==> src/rtl/vga_fetch_scheduler.sv <==
// vga_fetch_scheduler
//   Walks the active picture line by line and issues frame-buffer read bursts
//   that keep the display line FIFO topped up ahead of scan-out. A burst is
//   requested only when the whole burst fits in the FIFO. Bursts never span a
//   line. Only one burst is in flight at a time.
//
// Ports
//   CLK, RST      clock, asynchronous active-high reset
//   Enable        fetching permitted; dropping it ends the frame fetch
//   Frame_Start   one-cycle pulse at vertical blanking; starts or restarts a frame
//   Fifo_Level    current line-FIFO occupancy in words
//   Rd_Req        burst request; Rd_Addr/Rd_Len are held stable while it is high
//   Rd_Addr       burst start word address
//   Rd_Len        burst length in words
//   Rd_Ack        arbiter accepted the request this cycle
//   Rd_Done       last word of the accepted burst has reached the FIFO
//   Busy          a frame fetch is in progress
//   Frame_Done    one-cycle pulse after the last burst of a frame completes
//   Line_Cnt      index of the line currently being fetched
module vga_fetch_scheduler #(
    parameter int H_PIX       = 1024,
    parameter int V_LINES     = 720,
    parameter int LINE_STRIDE = 1024,
    parameter int FRAME_BASE  = 0,
    parameter int BURST_LEN   = 64,
    parameter int FIFO_DEPTH  = 512,
    parameter int ADDR_W      = 22,
    parameter int LEVEL_W     = 10,
    parameter int LEN_W       = 7
) (
    input  logic               CLK,
    input  logic               RST,
    input  logic               Enable,
    input  logic               Frame_Start,
    input  logic [LEVEL_W-1:0] Fifo_Level,
    output logic               Rd_Req,
    output logic [ADDR_W-1:0]  Rd_Addr,
    output logic [LEN_W-1:0]   Rd_Len,
    input  logic               Rd_Ack,
    input  logic               Rd_Done,
    output logic               Busy,
    output logic               Frame_Done,
    output logic [10:0]        Line_Cnt
);

    localparam int                 COL_W     = $clog2(H_PIX + 1);
    localparam logic [ADDR_W-1:0]  BASE      = ADDR_W'(FRAME_BASE);
    localparam logic [ADDR_W-1:0]  STRIDE    = ADDR_W'(LINE_STRIDE);
    localparam logic [LEVEL_W:0]   LVL_BURST = (LEVEL_W + 1)'(BURST_LEN);
    localparam logic [LEVEL_W:0]   LVL_DEPTH = (LEVEL_W + 1)'(FIFO_DEPTH);

    typedef enum logic [2:0] {
        IDLE,
        WAIT_SPACE,
        REQ,
        WAIT_DONE,
        FRAME_END
    } state_t;

    state_t             state, state_nxt;
    logic [COL_W-1:0]   col, col_nxt;
    logic [ADDR_W-1:0]  line_base, line_base_nxt;
    logic               restart, restart_nxt;
    logic               req_nxt, busy_nxt, frame_done_nxt;
    logic [ADDR_W-1:0]  addr_nxt;
    logic [LEN_W-1:0]   len_nxt;
    logic [10:0]        line_cnt_nxt;

    logic               has_space;
    logic [31:0]        remaining;
    logic [LEN_W-1:0]   burst_len;
    logic [COL_W-1:0]   col_sum;
    logic               line_end, last_line;
    logic               finish, do_idle, do_restart;

    // Widened by one bit so level + burst cannot wrap.
    assign has_space = ({1'b0, Fifo_Level} + LVL_BURST) <= LVL_DEPTH;
    // Last burst of a line is clipped so it never spills into the next line.
    assign remaining = 32'(H_PIX) - 32'(col);
    assign burst_len = (remaining > 32'(BURST_LEN)) ? LEN_W'(BURST_LEN) : LEN_W'(remaining);
    assign col_sum   = col + COL_W'(Rd_Len);
    assign line_end  = (col_sum == COL_W'(H_PIX));
    assign last_line = ((Line_Cnt + 11'd1) == 11'(V_LINES));

    // NOTE: every signal driven here gets a default first, so no path through
    // the case leaves one unassigned and no latch is inferred.
    always_comb begin
        state_nxt      = state;
        col_nxt        = col;
        line_base_nxt  = line_base;
        restart_nxt    = restart;
        req_nxt        = Rd_Req;
        addr_nxt       = Rd_Addr;
        len_nxt        = Rd_Len;
        busy_nxt       = Busy;
        frame_done_nxt = 1'b0;
        line_cnt_nxt   = Line_Cnt;
        finish         = 1'b0;
        do_idle        = 1'b0;
        do_restart     = 1'b0;

        unique case (state)
            IDLE: begin
                if (Frame_Start && Enable) do_restart = 1'b1;
            end
            WAIT_SPACE: begin
                if (!Enable) begin
                    do_idle = 1'b1;
                end else if (Frame_Start) begin
                    do_restart = 1'b1;
                end else if (has_space) begin
                    state_nxt = REQ;
                    req_nxt   = 1'b1;
                    addr_nxt  = line_base + ADDR_W'(col);
                    len_nxt   = burst_len;
                end
            end
            REQ: begin
                if (Rd_Ack) begin
                    // Once accepted the burst must be waited out, whatever
                    // Enable or Frame_Start do meanwhile.
                    req_nxt = 1'b0;
                    if (Rd_Done) begin
                        finish = 1'b1;
                    end else begin
                        state_nxt   = WAIT_DONE;
                        restart_nxt = Frame_Start;
                    end
                end else if (!Enable) begin
                    do_idle = 1'b1;
                end else if (Frame_Start) begin
                    do_restart = 1'b1;
                end
            end
            WAIT_DONE: begin
                if (Rd_Done)          finish      = 1'b1;
                else if (Frame_Start) restart_nxt = 1'b1;
            end
            FRAME_END: begin
                state_nxt = IDLE;
            end
            default: begin
                state_nxt = IDLE;
            end
        endcase

        if (finish) begin
            if (!Enable)                         do_idle    = 1'b1;
            else if (restart || Frame_Start)     do_restart = 1'b1;
            else if (line_end) begin
                col_nxt       = '0;
                line_base_nxt = line_base + STRIDE;
                line_cnt_nxt  = Line_Cnt + 11'd1;
                restart_nxt   = 1'b0;
                if (last_line) begin
                    state_nxt      = FRAME_END;
                    busy_nxt       = 1'b0;
                    frame_done_nxt = 1'b1;
                end else begin
                    state_nxt = WAIT_SPACE;
                end
            end else begin
                col_nxt     = col_sum;
                restart_nxt = 1'b0;
                state_nxt   = WAIT_SPACE;
            end
        end

        if (do_idle) begin
            state_nxt   = IDLE;
            req_nxt     = 1'b0;
            busy_nxt    = 1'b0;
            restart_nxt = 1'b0;
        end

        if (do_restart) begin
            state_nxt     = WAIT_SPACE;
            req_nxt       = 1'b0;
            busy_nxt      = 1'b1;
            restart_nxt   = 1'b0;
            col_nxt       = '0;
            line_base_nxt = BASE;
            line_cnt_nxt  = '0;
        end
    end

    always_ff @(posedge CLK or posedge RST) begin
        if (RST) state <= IDLE;
        else     state <= state_nxt;
    end

    // NOTE: non-blocking assignments here so every register samples the
    // pre-edge values computed above, independent of statement order.
    always_ff @(posedge CLK or posedge RST) begin
        if (RST) begin
            col        <= '0;
            line_base  <= BASE;
            restart    <= 1'b0;
            Rd_Req     <= 1'b0;
            Rd_Addr    <= BASE;
            Rd_Len     <= '0;
            Busy       <= 1'b0;
            Frame_Done <= 1'b0;
            Line_Cnt   <= '0;
        end else begin
            col        <= col_nxt;
            line_base  <= line_base_nxt;
            restart    <= restart_nxt;
            Rd_Req     <= req_nxt;
            Rd_Addr    <= addr_nxt;
            Rd_Len     <= len_nxt;
            Busy       <= busy_nxt;
            Frame_Done <= frame_done_nxt;
            Line_Cnt   <= line_cnt_nxt;
        end
    end

endmodule

==> config.mk <==
export PLATFORM = sky130hd
export DESIGN_NAME = vga_fetch_scheduler
export DESIGN_NICKNAME = d
export VERILOG_FILES = /design/src/rtl/vga_fetch_scheduler.sv
export SDC_FILE = /design/constraint.sdc
export NUM_CORES = 1
export LEC_CHECK = 0
export BUFFER_PORTS_ARGS = -buffer_cell sky130_fd_sc_hd__buf_2
export CORE_ASPECT_RATIO = 0.8
export CORE_MARGIN = 4
export CORE_UTILIZATION = 40
export DETAILED_ROUTE_END_ITERATION = 8
export PLACE_DENSITY = 0.63
export SLEW_MARGIN = 20
export SYNTH_ARGS = -nofsm -noshare
export SYNTH_HDL_FRONTEND = slang
export SYNTH_SLANG_ARGS = --single-unit
export TNS_END_PERCENT = 100
==> constraint.sdc <==
create_clock -name CLK -period 4.8 [get_ports CLK]
set_clock_uncertainty 0.1 [all_clocks]
set_input_delay 0.96 -clock CLK [delete_from_list [all_inputs] [get_ports CLK]]
set_output_delay 0.96 -clock CLK [all_outputs]
set_load 0.1 [all_outputs]
==> impl_metrics.py, run 1 <==
metrics = {
    "status": {
        "status": "complete, no violations",
    },
    "pwr": {
        "pwr-share-seq_pct": 43.9,
        "internal_power_w": 0.00100,
        "p_switching_w": 0.000415,
        "powerDensity_nw_per_um2": 303,
        "swShare_pct": 29.3,
        "finalPower_w": 0.00142,
        "p_leak_nw": 2.26,
        "ir_worst_vdd_uv": 222,
        "pwr-share-clk_pct": 41.6,
        "combPwrFrac_pct": 14.6,
    },
    "routing": {
        "drtPass1Iterations": 4,
        "drc": 0,
        "routed_wl_um": 9610,
        "ant_nets": 0,
        "drtIter0Drc": 220,
        "num_vias": 3516,
        "viasPerCell": 5.53,
        "routedWlPerCell_um": 15.1,
    },
    "clock_tree": {
        "cts_tree": "yes",
        "cts_inserted_buffers": 9,
        "hold_buffers": 0,
        "cts_setup_buffers": 0,
        "htree_levels": 3,
        "clkSinkCount": 70,
        "clk_pin_slew_worst_paths_ns": 0.05,
        "cts_root_buf": "clkbuf_16",
        "worstSkewPairLatency_ns": 0.33,
        "cts_buffer_depth": 2,
        "cts_resized": 0,
    },
    "hold_path": {
        "hp-class": "reg2reg",
    },
    "final_layout": {
        "drive_gt1_share_pct": 18.8,
        "n_fill_cell": 922,
        "num_antenna_cells": 0,
        "nNetsFinal": 527,
        "final-seq-area_um2": 1750,
        "synthToLayoutAreaGrowth_pct": 16.5,
        "final_util_pct": 48.1,
        "multiInputGateArea_um2": 2140,
        "final_area_um2": 4680,
    },
    "timing": {
        "fin_setup_tns_ns": 0,
        "period_needed_ns": 3.65,
        "slew_headroom_pct": 40.5,
        "holdWs_ns": 0.371,
        "final_max_slew_viol_count": 0,
        "hold_viol_final": 0,
        "post-route-period-util_pct": 75.9,
        "rsz0062_at_grt": "no",
        "fmax_ghz": 0.274,
        "setup_viol_count_final": 0,
        "worst_slew_pin_slew_ns": 0.891,
    },
    "synth": {
        "synth.area.mux_share_pct": 0.499,
        "synth_top_cells_by_count": "nand2_1, dfrtp_1, o21ai_0",
        "yosys.area_share.simple_pct": 23.7,
        "yosys.area.top_type_share_pct": 43.6,
        "synth.most_common_cell": "nand2_1",
        "ys.flop_type": "dfrtp_1",
        "synthesis.area_um2": 4020,
        "synth-seq-cells": 70,
        "synth_top_family_by_area": "simple AND/OR/NAND/NOR gates",
        "synthDistinctLibCells": 63,
        "synth_edf_count": 0,
        "ys_top_cells_by_area": "dfrtp_1, nand2_1, o21ai_0, ha_1, xnor2_1",
        "synth_compound_area_share_pct": 19.3,
        "avgSynthCellArea_um2": 9.04,
        "syn_inst": 444,
        "yosys.area_share.adder_pct": 4.55,
        "yosysWarnings": 0,
        "yosys.area.top_type": "dfrtp_1",
        "yosysSeqAreaShare_pct": 43.6,
        "synth_xor_xnor_area_share_pct": 5.24,
        "async_flop_share_pct": 100,
        "syn-num-nets": 474,
    },
    "worst_setup_path": {
        "end_kind": "register",
        "worstPathCellList": "ha_1, fa_1, a211oi_1, o211ai_1, and4_1, o32ai_1, nor2_1, a21oi_1, a22o_1",
        "crit_path_start_kind": "register",
        "crit_path_top_delay_cell": "a21oi_1",
        "path_buf_inv": 0,
        "cp_data_arrival_time_ns": 3.81,
        "worst_path_dominant_cell_family": "compound AO/OA/AOI/OAI gates",
        "crit_fanout": 11,
        "required_ns": 4.96,
        "worstSetupPathType": "reg2reg",
        "max_stage_delay_ns": 0.77,
    },
    "die": {
        "coreArea_um2": 9730,
        "rows": 32,
        "ios": 59,
        "die-area_um2": 11700,
        "die_y_um": 97.6,
        "initial_core_util_pct": 41.3,
        "fp.dieW_um": 120,
    },
    "placed_design": {
        "dp_hpwl_um": 6940,
        "dpl_cell_area_um2": 4420,
        "portBuffers": 58,
        "gp_congestion": 0.879,
    },
    "run": {
        "cap_violations": 0,
    },
    "global_routing": {
        "grt_pass1_vias": 3274,
        "grt_max_degree": 44,
        "antenna_found_initial": 0,
        "track_usage_pct": 16.8,
        "grt_first_pass_wirelength_um": 16300,
        "overflow": 0,
    },
}
## flip-flops by register name, summed over array words and instances, names as in the netlist
name	cells
Busy	1
Rd_Len	7
Line_Cnt	11
col	11
restart	1
line_base	12
Rd_Req	1
Frame_Done	1
state	3
Rd_Addr	22
## cells in the final DEF, fill, tap and decap left out, types with 3 or more instances in the layout
cell	instances
o21ai_0	35
a32o_1	3
xor2_1	9
xnor2_1	15
nand2b_1	13
nand2_1	76
and3_1	3
dfrtp_1	70
ha_1	13
or4_1	5
nand3_1	16
or2_2	3
a31oi_1	4
and2_1	5
nor3_1	8
or3_1	8
a211oi_1	3
nor2b_1	4
buf_4	5
o31ai_1	5
nand4_1	4
a21oi_1	20
clkbuf_16	9
a22o_1	11
o211ai_1	4
inv_1	7
nor4_1	6
a21o_1	9
buf_2	58
nor2_1	26
## layout make-up
type / count / share of cell area, %
multi-input cells: 345 / 45.8
flip-flops and latches: 70 / 37.4
repair buffers: 63 / 7.01
clock buffers: 12 / 5.27
well taps: 136 / 3.64
inverters: 8 / 0.642
clock inverters: 2 / 0.214
## path summary, 6_finish.rpt
check / from / end / slack, ns / depth (start not counted)
worst max-delay path: col[0] / Line_Cnt[1] / 1.15 / 9
worst max register to register: col[0] / Line_Cnt[1] / 1.15 / 9
min in group asynchronous: RST / Busy / 0.72 / 2
worst min register to register: Rd_Addr[5] / Rd_Addr[5] / 0.37 / 2
worst min-delay path: Rd_Addr[5] / Rd_Addr[5] / 0.37 / 2
max in group asynchronous: RST / col[1] / 2.93 / 3
## logic make-up (layout without fill, tap and decap cells)
group	after synthesis	in the layout
mux	2	2
compound gates	114	114
buf+inv	29	85
flops	70	70
simple gates	191	191
fa+ha+maj	14	14
xor+xnor	24	24
## worst reg2reg max path, delay by kind of cell (launching register included)
family | cells | cell delay [ns]
AO/OA/AOI/OAI | 5 | 1.88
adder cells (fa/ha/maj) | 2 | 0.70
AND/OR/NAND/NOR | 2 | 0.47
flip-flops | 1 | 0.43
## per-layer routing
| layer | vias to the layer above | global-route usage (%) | part of all wire, % |
|---|---|---|---|
| li1 | 1695 | - | - |
| met1 | 1726 | 25.2 | 52 |
| met2 | 86 | 24.5 | 42 |
| met3 | 9 | 3.03 | 4.5 |
| met4 | 0 | 5.11 | 1.1 |
| met5 | - | 0 | 0 |
## power by group through the flow
stage               combinational (W)  sequential (W)  clock [W]
floorplan                   0.0000648        0.000728          0
global placement             0.000204        0.000632          0
detailed placement           0.000207        0.000632          0
CTS                          0.000208        0.000622   0.000601
global route                 0.000221        0.000624   0.000629
finish                       0.000206        0.000622   0.000590
## per-stage QoR
| stage | std cells | setup slack [ns] |
|---|---|---|
| 5_1_grt | 636 | 0.929 |
| 2_1_floorplan | 444 | 1.11 |
| 3_5_place_dp | 622 | 1.22 |
| 4_1_cts | 636 | 1.23 |
| 3_3_place_gp | 622 | 1.29 |
| 6_report | 636 | 1.15 |
No activity file was read; power rests on OpenSTA's default activity.
==> run 2, diff against run 1 <==
--- a/config.mk
+++ b/config.mk
@@ -10,7 +10,7 @@
 export CORE_MARGIN = 4
 export CORE_UTILIZATION = 40
 export DETAILED_ROUTE_END_ITERATION = 8
-export PLACE_DENSITY = 0.63
+export PLACE_DENSITY = 0.66
 export SLEW_MARGIN = 20
 export SYNTH_ARGS = -nofsm -noshare
 export SYNTH_HDL_FRONTEND = slang
==> constraint.sdc (replaced) <==
create_clock -name CLK -period 3.3 [get_ports CLK]
set_clock_uncertainty 0.1 [all_clocks]
set_input_delay 0.66 -clock CLK [delete_from_list [all_inputs] [get_ports CLK]]
set_output_delay 0.66 -clock CLK [all_outputs]
set_load 0.1 [all_outputs]
==> impl_metrics.py, run 2 (synthesized netlist as in run 1, its figures left out) <==
metrics = {
    "final_layout": {
        "nNetsFinal": 534,
        "final_cell_mix": "nand2_1, dfrtp_1, buf_2, o21ai_0, nor2_1",
        "synthToLayoutAreaGrowth_pct": 20.9,
        "regMostFlops": "Rd_Addr",
        "largest_reg_flops": 22,
        "stdcell_count": 645,
        "top_regs": "Rd_Addr x22, line_base x12",
        "layout_commonest_cell": "nand2_1",
        "drive_gt1_share_pct": 23.0,
        "num_antenna_cells": 0,
        "final_util_pct": 49.9,
    },
    "timing": {
        "holdWs_ns": 0.316,
        "fmax_ghz": 0.312,
        "rsz0062_at_grt": "yes",
        "final_max_slew_viol_count": 0,
        "post-route-period-util_pct": 97.2,
        "slew_headroom_pct": 56.7,
        "hold_viol_final": 0,
        "fin_setup_tns_ns": 0,
        "setup_viol_count_final": 0,
        "period_needed_ns": 3.21,
        "worst_slew_pin_slew_ns": 0.649,
    },
    "run": {
        "cap_violations": 0,
    },
    "pwr": {
        "powerDensity_nw_per_um2": 465,
        "ir_worst_vdd_uv": 240,
        "finalPower_w": 0.00226,
        "p_leak_nw": 2.32,
    },
    "global_routing": {
        "grt_first_pass_wirelength_um": 16600,
        "grt_pass1_vias": 3416,
        "antenna_found_initial": 0,
        "overflow": 0,
        "track_usage_pct": 17.3,
        "grt_max_degree": 45,
    },
    "worst_setup_path": {
        "worstPathCellList": "ha_4, fa_2, a211o_2, a21o_1, a221oi_2, o211ai_2, or2_1, or4_1, a21oi_1",
        "required_ns": 3.45,
        "crit_path_start_kind": "register",
        "reg2reg_to": "line_base[19]",
        "crit_path_top_delay_cell": "or4_1",
        "r2r_slack_ns": 0.09,
        "crit_fanout": 8,
        "cp_data_arrival_time_ns": 3.36,
        "max_stage_delay_ns": 0.50,
        "end_kind": "register",
        "reg2reg_depth": 9,
        "r2r_start": "col[0]",
        "worstSetupPathType": "reg2reg",
    },
    "status": {
        "status": "complete, no violations",
    },
    "die": {
        "initial_core_util_pct": 41.3,
        "fp.dieW_um": 120,
        "coreArea_um2": 9730,
        "ios": 59,
        "die-area_um2": 11700,
        "rows": 32,
        "die_y_um": 97.6,
    },
    "clock_tree": {
        "htree_levels": 3,
        "clk_pin_slew_worst_paths_ns": 0.06,
        "clkSinkCount": 70,
        "cts_buffer_depth": 2,
        "cts_root_buf": "clkbuf_16",
        "cts_tree": "yes",
        "worstSkewPairLatency_ns": 0.33,
        "cts_inserted_buffers": 9,
    },
    "placed_design": {
        "portBuffers": 58,
        "dp_hpwl_um": 7170,
        "gp_congestion": 0.880,
        "placed_cells": 629,
    },
    "routing": {
        "routedWlPerCell_um": 15.3,
        "drc": 0,
        "drtIter0Drc": 302,
        "drtPass1Iterations": 4,
        "viasPerCell": 5.55,
        "routed_wl_um": 9850,
        "num_vias": 3580,
        "ant_nets": 0,
    },
    "hold_path": {
        "hp-class": "in2async",
    },
}
run 2: layer usage:
metal  vias to the layer above  part of all wire (%)  GRT usage, %
li1                       1718                     -             -
met1                      1732                    49          24.9
met2                       114                    44          25.5
met3                        16                   5.6          5.01
met4                         0                   1.5          4.31
met5                         -                     0             0
run 2: how the worst max path moves through the flow:
stage / start / end / slack [ns] / depth (start not counted)
finish: col[0] / line_base[19] / 0.09 / 9
global route: col[0] / Line_Cnt[3] / -0.003 / 9
CTS: col[0] / line_base[18] / 0.009 / 9
detailed placement: col[0] / line_base[18] / 0.05 / 9
global placement: col[0] / line_base[18] / 0.14 / 9
floorplan: Rd_Len[0] / line_base[18] / 0.008 / 10
run 2: cell type report:
class / count / area (um2)
Timing Repair Buffer: 70 / 393
Clock inverter: 6 / 85.1
Tap cell: 136 / 170
Fill cell: 937 / 4870
Sequential cell: 70 / 1760
Clock buffer: 10 / 239
Inverter: 8 / 30.0
Multi-Input combinational cell: 345 / 2180
run 2: what timing repair did:
| item | CTS | global route |
|---|---|---|
| buffers inserted | 0 | 0 |
| resized for setup | 1 | 5 |
| setup endpoints to repair | 1 | 17 |
| hold endpoints to repair | 0 | 0 |
| hold buffers | 0 | 0 |
| pin swaps | 0 | 1 |
run 2: critical path, delay by kind of cell, from the launching register on:
family / cells / cell delay (ns)
AOI/OAI and AO/OA: 5 / 1.15
DFF: 1 / 0.45
and+or+nand+nor: 2 / 0.88
adders and majority gates: 2 / 0.57
run 2: power by group:
group          internal, W  total, W  switching, W
registers         0.000883  0.000905     0.0000219
logic            0.0000599  0.000303      0.000243
clock network     0.000679   0.00105      0.000372
run 2: through the flow:
stage          cell area (um2)  setup WS [ns]
5_1_grt                   4860       -0.00336
4_1_cts                   4830        0.00870
3_3_place_gp              4510          0.141
2_1_floorplan             4040        0.00825
6_report                  4860         0.0914
3_5_place_dp              4510         0.0533
==> run 3, diff against run 2 <==
--- a/config.mk
+++ b/config.mk
@@ -10,6 +10,7 @@
 export CORE_MARGIN = 4
 export CORE_UTILIZATION = 40
 export DETAILED_ROUTE_END_ITERATION = 8
+export MAX_ROUTING_LAYER = met4
 export PLACE_DENSITY = 0.66
 export SLEW_MARGIN = 20
 export SYNTH_ARGS = -nofsm -noshare
==> impl_metrics.py, run 3 (synthesized netlist as in run 1, its figures left out) <==
metrics = {
    "clock_tree": {
        "cts_root_buf": "clkbuf_16",
        "cts_buffer_depth": 2,
        "clk_pin_slew_worst_paths_ns": 0.06,
        "hold_buffers": 0,
        "cts_setup_buffers": 0,
        "worstSkewPairLatency_ns": 0.33,
        "cts_inserted_buffers": 9,
        "clkSinkCount": 70,
        "cts_tree": "yes",
        "htree_levels": 3,
    },
    "pwr": {
        "finalPower_w": 0.00225,
        "ir_worst_vdd_uv": 242,
        "p_leak_nw": 2.32,
        "powerDensity_nw_per_um2": 464,
    },
    "final_layout": {
        "nNetsFinal": 534,
        "top_regs": "Rd_Addr x22, line_base x12",
        "multiInputGateArea_um2": 2180,
        "final-seq-area_um2": 1760,
        "final_util_pct": 49.9,
        "largest_reg_flops": 22,
        "drive_gt1_share_pct": 23.0,
        "layout_commonest_cell": "nand2_1",
        "regMostFlops": "Rd_Addr",
        "num_antenna_cells": 0,
        "n_fill_cell": 937,
        "synthToLayoutAreaGrowth_pct": 20.9,
        "final_cell_mix": "nand2_1, dfrtp_1, buf_2, o21ai_0, nor2_1",
    },
    "die": {
        "fp.dieW_um": 120,
        "rows": 32,
        "ios": 59,
        "coreArea_um2": 9730,
        "initial_core_util_pct": 41.3,
        "die_y_um": 97.6,
        "die-area_um2": 11700,
    },
    "timing": {
        "post-route-period-util_pct": 97.1,
        "worst_slew_pin_slew_ns": 0.648,
        "hold_viol_final": 0,
        "slew_headroom_pct": 56.7,
        "period_needed_ns": 3.20,
        "fmax_ghz": 0.312,
        "setup_viol_count_final": 0,
        "final_max_slew_viol_count": 0,
        "rsz0062_at_grt": "yes",
    },
    "placed_design": {
        "gp_congestion": 0.895,
        "portBuffers": 58,
        "dp_hpwl_um": 7170,
    },
    "status": {
        "status": "complete, no violations",
    },
    "worst_setup_path": {
        "r2r_slack_ns": 0.1,
        "path_buf_inv": 0,
        "worstSetupPathType": "reg2reg",
        "required_ns": 3.46,
        "crit_path_start": "col[0]",
        "crit_fanout": 8,
        "worst_path_dominant_cell_family": "compound AO/OA/AOI/OAI gates",
        "cp_data_arrival_time_ns": 3.36,
        "max_stage_delay_ns": 0.49,
        "worstPathCellList": "ha_4, fa_2, a211o_2, a21o_1, a221oi_2, o211ai_2, or2_1, or4_1, a21oi_1",
        "crit_path_start_kind": "register",
        "r2r_start": "col[0]",
        "crit_path_top_delay_cell": "or4_1",
        "end_kind": "register",
    },
    "global_routing": {
        "track_usage_pct": 17.7,
        "grt_max_degree": 45,
        "grt_pass1_vias": 3427,
        "grt_first_pass_wirelength_um": 16600,
        "overflow": 0,
        "antenna_found_initial": 0,
    },
    "routing": {
        "drtPass1Iterations": 5,
        "routedWlPerCell_um": 15.2,
        "viasPerCell": 5.49,
        "drc": 0,
        "ant_nets": 0,
        "drtIter0Drc": 309,
        "num_vias": 3541,
        "routed_wl_um": 9830,
    },
    "hold_path": {
        "hp-class": "in2async",
    },
    "run": {
        "cap_violations": 0,
    },
}
## run 3: cell counts in the layout (fill, tap and decap cells not counted)
No cell type changed its count.
## run 3: area by class of cell
| type | count | area share [%] |
|---|---|---|
| clock inverters | 6 | 1.75 |
| flip-flops and latches | 70 | 36.2 |
| multi-input cells | 345 | 44.9 |
| inverters | 8 | 0.618 |
| repair buffers | 70 | 8.09 |
| clock buffers | 10 | 4.92 |
| well taps | 136 | 3.50 |
## run 3: path summary, 6_finish.rpt
| path | to | depth (start not counted) |
|---|---|---|
| min in group CLK | Rd_Addr[2] | 2 |
| worst min register to register | Rd_Addr[2] | 2 |
| worst min-delay path | Line_Cnt[4] | 2 |
| worst max-delay path | line_base[19] | 9 |
| max in group asynchronous | Rd_Len[1] | 3 |
| worst max register to register | line_base[19] | 9 |
## run 3: metrics by stage
step / hold WS (ns) / setup WS (ns) / setup TNS [ns] / instance area [um2] / cells
5_1_grt: 0.357 / -0.00317 / -0.00317 / 4860 / 645
3_5_place_dp: 0.358 / 0.0533 / 0 / 4510 / 629
4_1_cts: 0.330 / 0.00870 / 0 / 4830 / 645
6_report: 0.314 / 0.0968 / 0 / 4860 / 645
2_1_floorplan: 0.400 / 0.00825 / 0 / 4040 / 444
3_3_place_gp: 0.355 / 0.141 / 0 / 4510 / 629
## run 3: repair_timing
item                       4_1_cts  5_1_grt
setup endpoints to repair        1       17
pin swaps                        0        1
resized for setup                1        5
hold endpoints to repair         0        0
## run 3: where the power goes
group	total, W	internal, W	switching (W)
combinational	0.000302	0.0000599	0.000242
clock	0.00105	0.000679	0.000366
sequential	0.000905	0.000883	0.0000218
total	0.00225	0.00162	0.000630
## run 3: worst register-to-register path: stages (launching register included)
cell and delay [ns]:
dfrtp_2 0.45, ha_4 0.19, fa_2 0.38, a211o_2 0.32, a21o_1 0.19, a221oi_2 0.29
o211ai_2 0.20, or2_1 0.37, or4_1 0.50, a21oi_1 0.15
## run 3: per-layer routing
layer / vias to the layer above / share of wire (%) / GRT usage, %
met5: - / 0 / -
met4: 0 / 1.4 / 4.31
met3: 17 / 6.2 / 4.42
met2: 121 / 44 / 25.5
met1: 1686 / 48 / 25.1
li1: 1717 / - / -
